[config.mk]
export PLATFORM = sky130hd
export DESIGN_NAME = mem_stage
export DESIGN_NICKNAME = d
export VERILOG_FILES = /design/src/rtl/mem_stage.sv
export SDC_FILE = /design/constraint.sdc
export NUM_CORES = 1
export LEC_CHECK = 0
export ABC_CLOCK_PERIOD_IN_PS = 2400
export BUFFER_PORTS_ARGS = -buffer_cell sky130_fd_sc_hd__buf_4
export CAP_MARGIN = 40
export CORE_MARGIN = 2
export CORE_UTILIZATION = 47
export CTS_CLUSTER_SIZE = 30
export DETAILED_ROUTE_END_ITERATION = 10
export GPL_TIMING_DRIVEN = 0
export PLACE_DENSITY = 0.86
export SYNTH_ARGS = -nofsm -noshare
export SYNTH_HDL_FRONTEND = slang
export SYNTH_SLANG_ARGS = --single-unit
[constraint.sdc]
create_clock -name clk -period 2.4 [get_ports clk]
set_clock_uncertainty 0.05 [all_clocks]
set_input_delay 0.48 -clock clk [delete_from_list [all_inputs] [get_ports clk]]
set_output_delay 0.48 -clock clk [all_outputs]
set_load 0.05 [all_outputs]
[src/rtl/mem_stage.sv]
// Memory-access pipeline stage: latches the execute-stage instruction, extracts
// and extends load data from the data SRAM, and exports the write-back payload.
module mem_stage #(
   parameter int DATA_W  = 32,
   parameter int LD_OP_W = 5
) (
   input  logic                clk,
   input  logic                resetn,
   input  logic                ws_allowin,
   output logic                ms_allowin,
   input  logic                es_to_ms_valid,
   input  logic [DATA_W-1:0]   es_pc,
   input  logic                es_rf_we,
   input  logic [4:0]          es_rf_waddr,
   input  logic [DATA_W-1:0]   es_alu_result,
   input  logic                es_res_from_mem,
   input  logic [LD_OP_W-1:0]  es_ld_op,
   input  logic [DATA_W-1:0]   data_sram_rdata,
   output logic                ms_to_ws_valid,
   output logic [DATA_W-1:0]   ms_pc,
   output logic                ms_rf_we,
   output logic [4:0]          ms_rf_waddr,
   output logic [DATA_W-1:0]   ms_rf_wdata,
   output logic                ms_res_from_mem
);

   localparam logic [LD_OP_W-1:0] OP_B  = LD_OP_W'(1) << 0;
   localparam logic [LD_OP_W-1:0] OP_H  = LD_OP_W'(1) << 1;
   localparam logic [LD_OP_W-1:0] OP_W  = LD_OP_W'(1) << 2;
   localparam logic [LD_OP_W-1:0] OP_BU = LD_OP_W'(1) << 3;
   localparam logic [LD_OP_W-1:0] OP_HU = LD_OP_W'(1) << 4;

   logic                ms_valid;
   logic                ms_ready_go;
   logic [DATA_W-1:0]   pc_r;
   logic                rf_we_r;
   logic [4:0]          rf_waddr_r;
   logic [DATA_W-1:0]   alu_result_r;
   logic                res_from_mem_r;
   logic [LD_OP_W-1:0]  ld_op_r;

   logic [7:0]          byte_sel;
   logic [15:0]         half_sel;
   logic [DATA_W-1:0]   load_value;

   assign ms_ready_go    = 1'b1;
   assign ms_allowin     = !ms_valid || (ms_ready_go && ws_allowin);
   assign ms_to_ws_valid = ms_valid && ms_ready_go;

   always_ff @(posedge clk) begin
      if (!resetn) begin
         ms_valid <= 1'b0;
      end else if (ms_allowin) begin
         ms_valid <= es_to_ms_valid;
      end
   end

   always_ff @(posedge clk) begin
      if (!resetn) begin
         pc_r           <= '0;
         rf_we_r        <= 1'b0;
         rf_waddr_r     <= '0;
         alu_result_r   <= '0;
         res_from_mem_r <= 1'b0;
         ld_op_r        <= '0;
      end else if (es_to_ms_valid && ms_allowin) begin
         pc_r           <= es_pc;
         rf_we_r        <= es_rf_we;
         rf_waddr_r     <= es_rf_waddr;
         alu_result_r   <= es_alu_result;
         res_from_mem_r <= es_res_from_mem;
         ld_op_r        <= es_ld_op;
      end
   end

   always_comb begin
      byte_sel = data_sram_rdata[7:0];
      case (alu_result_r[1:0])
         2'd0:    byte_sel = data_sram_rdata[7:0];
         2'd1:    byte_sel = data_sram_rdata[15:8];
         2'd2:    byte_sel = data_sram_rdata[23:16];
         default: byte_sel = data_sram_rdata[31:24];
      endcase
      // a[0] is ignored: misaligned halfwords are trapped before this stage
      half_sel = alu_result_r[1] ? data_sram_rdata[31:16] : data_sram_rdata[15:0];
   end

   always_comb begin
      load_value = data_sram_rdata;
      // zero or multi-hot load types fall through to the full-word case
      case (ld_op_r)
         OP_B:    load_value = {{(DATA_W-8){byte_sel[7]}}, byte_sel};
         OP_BU:   load_value = {{(DATA_W-8){1'b0}}, byte_sel};
         OP_H:    load_value = {{(DATA_W-16){half_sel[15]}}, half_sel};
         OP_HU:   load_value = {{(DATA_W-16){1'b0}}, half_sel};
         OP_W:    load_value = data_sram_rdata;
         default: load_value = data_sram_rdata;
      endcase
   end

   assign ms_pc           = pc_r;
   assign ms_rf_waddr     = rf_waddr_r;
   assign ms_rf_we        = ms_valid && rf_we_r;
   assign ms_res_from_mem = ms_valid && res_from_mem_r;
   assign ms_rf_wdata     = res_from_mem_r ? load_value : alu_result_r;

endmodule

==> impl_metrics.csv <==
group,metric,value,unit
sta,final_hold_viol_count,0,
clock_tree,insertion_delay,0.36,ns
placed_design,dp_slack,-0.372,ns
floorplanning,core,0.00818,mm²
finish,synthToLayoutAreaGrowth,64.1,%
setup_path,cp-end-kind,"output port",
synth,synthesis.nets,614,
floorplanning,die_w,95.5,µm
routing,drt_iter0_markers,199,
finish,final_cell_count_no_fill,821,
routing,drt.antenna.violating_nets,0,
finish,fin_util,0.790,
synth,synth_fa_ha_area_frac,0,
clock_tree,cts_root_buf,"clkbuf_8",
run_status,outcome,"complete, but fails checks",
floorplanning,ioPinCount,185,
sta,fmax,365,MHz
setup_path,reg2reg_from,"ms_to_ws_valid",
floorplanning,initial_utilization,0.482,
hold_path,worstHoldStart,"es_rf_waddr[0]",
power_and_ir_drop,ir_drop,0.457,mV
global_routing,first_global_vias,4144,
synth,synth_top_cell_area_share,0.391,
placed_design,dp_cells,790,
synth,ys_ff_latch,77,
placed_design,routabilityCongestion,0.944,
finish,drive_gt1_frac,0.430,
floorplanning,row_count,33,
synth,synth_cell_types,40,
synth,synthCells,502,
routing,wl,14.4,mm
power_and_ir_drop,power_density,583,mW/mm²
routing,viasPerCell,5.40,
global_routing,grt_usage,0.301,
synth,synth_area_leaders,"dfxtp_1 39%, nand2_1 16%, a21boi_0 15%",
hold_path,hp-class,"input port to flop",
run_status,violations,"setup timing",
sta,setup_viol,32,
finish,layout.nets,823,
power_and_ir_drop,total_leakage_power,2.70,nW
clock_tree,cts_tree,"done",
flow_run,drv_cap,0,
sta,post-route-period-util,1.14,
floorplanning,die-area,0.00913,mm²
clock_tree,cts_buffer_depth,2,
finish,antenna_cells,0,
clock_tree,cts_hold_buf,0,
synth,synth_xor_area_frac,0.00667,
global_routing,antenna_found_initial,0,
clock_tree,h-tree-depth,3,
setup_path,crit_start,"alu_result_r[1]",
synth,synth_area,0.00394,mm²
synth,syn-mean-instance-area,7.85,µm²
synth,synth_compound_area_frac,0.237,
synth,yosys.area.top_type,"dfxtp_1",
setup_path,required,1.87,ns
placed_design,port_buffers,183,
synth,synthSimpleGateAreaFrac,0.240,
setup_path,arrival,2.21,ns
routing,wire_per_inst,17.6,µm
synth,muxShareOfSynthArea,0.0626,
placed_design,hpwl,9.99,mm
sta,slew_viol_final,0,
routing,drc,0,
sta,fin_ws,-0.340,ns
floorplanning,die_h,95.5,µm
setup_path,path_class,"flop to output port",
synth,synth_top_family_by_area,"simple AND/OR/NAND/NOR gates",
clock_tree,cts_num_sinks,77,
global_routing,grt_max_degree,13,
routing,firstDrtPassIters,4,
synth,yosysSeqAreaShare,0.391,
routing,dr_total_vias,4435,
setup_path,cp_max_fo,6,
global_routing,grt_overflow,0,
synth,yosysWarnings,0,
clock_tree,path_clk_slew,0.08,ns
sta,period_needed,2.74,ns
sta,rsz0062_at_grt,"yes",
clock_tree,cts_buffers,9,
setup_path,start_kind,"flop",
sta,tightest_slew,0.703,ns
global_routing,grt_pass1_wl,20.8,mm
sta,maxSlewHeadroom,0.531,
sequential cells by signal (all words and copies together), names as in the netlist:
register        count
alu_result_r       32
ms_pc              32
ld_op_r             5
ms_rf_waddr         5
ms_to_ws_valid      1
res_from_mem_r      1
rf_we_r             1
kinds of logic (layout without fill, tap and decap cells):
group / count (synthesis) / after routing
compound gates: 129 / 129
simple gates: 232 / 232
flops: 77 / 77
buf+inv: 46 / 260
xor+xnor: 3 / 3
mux: 15 / 15
area by class of cell:
class                      count  area, µm²
clock inverter                 4       47.5
timing repair buffer         202       1710
tap                          105        131
buffer                        40        259
inverter                       2       7.51
clock buffer                  12        145
fill                         557       1710
sequential                    77       1560
multi-input combinational    379       2600
cells in the final DEF (no fill, tap or decap), drive strengths merged, types with 2 or more instances in the layout:
| cell type | n |
|---|---|
| a21boi | 77 |
| a21oi | 25 |
| a221oi | 6 |
| a22oi | 7 |
| a31oi | 10 |
| and2 | 5 |
| buf | 218 |
| clkbuf | 33 |
| clkinv | 2 |
| dfxtp | 77 |
| inv | 2 |
| mux2 | 7 |
| mux4 | 7 |
| nand2 | 163 |
| nand3 | 17 |
| nor2 | 32 |
| nor3 | 7 |
| nor4 | 3 |
| xor2 | 2 |
cell usage after synthesis, drive strengths merged:
| cell type | count |
|---|---|
| xnor2 | 1 |
| nand2b | 1 |
| nand2 | 163 |
| dlymetal6s2s | 1 |
| a31o | 1 |
| nor4b | 1 |
| nand3 | 17 |
| nor2 | 32 |
| dlygate4sd1 | 1 |
| a32oi | 1 |
| dfxtp | 77 |
| nor2b | 1 |
| xor2 | 2 |
| a21boi | 77 |
| or4 | 1 |
| nor4 | 3 |
| a22oi | 7 |
| a31oi | 10 |
| mux2 | 7 |
| nor3 | 7 |
| mux2i | 1 |
| and3 | 1 |
| a221oi | 6 |
| buf | 17 |
| mux4 | 7 |
| clkbuf | 25 |
| a21oi | 25 |
| a211o | 1 |
| and2 | 5 |
| inv | 2 |
| o32a | 1 |
where the power goes:
part,switching [mW],leakage (nW),total [mW],internal (mW)
combinational,0.810,1.96,1.36,0.551
sequential,0.0547,0.637,1.41,1.35
clock,0.495,0.0964,1.00,0.507
routing by layer:
metal	track usage	part of all wire
met5	0	0
met1	0.366	0.37
met2	0.495	0.50
met3	0.0885	0.099
met4	0.126	0.030
worst paths after layout:
kind	slack, ns	depth (start not counted)	to
setup / recovery	-0.34	6	ms_rf_wdata[31]
hold / removal	0.32	3	ms_rf_waddr[0]
setup reg to reg	0.43	6	alu_result_r[16]
hold reg to reg	0.41	2	ms_pc[6]
stage by stage:
stage / instance area [µm²] / TNS (ns) / hold WS (ns) / power, mW
after floorplan: 4090 / -1.27 / 0.389 / 2.16
after global placement: 5590 / -6.87 / 0.399 / 2.56
after detailed placement: 5590 / -6.74 / 0.403 / 2.58
after CTS: 6240 / -6.76 / 0.311 / 3.70
after global routing: 6460 / -9.08 / 0.322 / 3.91
final: 6460 / -8.03 / 0.318 / 3.77
critical path, stage by stage (launching register included):
cell and delay, ns:
dfxtp_4 0.37, mux4_2 0.54, a31o_4 0.28, a31oi_4 0.26
buf_12 0.18, a21oi_2 0.06, buf_6 0.16
what timing repair did:
action	CTS	global route
setup buffers	10	7
cloned	2	0
setup endpoints to repair	32	32
pin swaps	10	11
gates resized for setup	84	38
No activity file was read; power rests on OpenSTA's default activity.
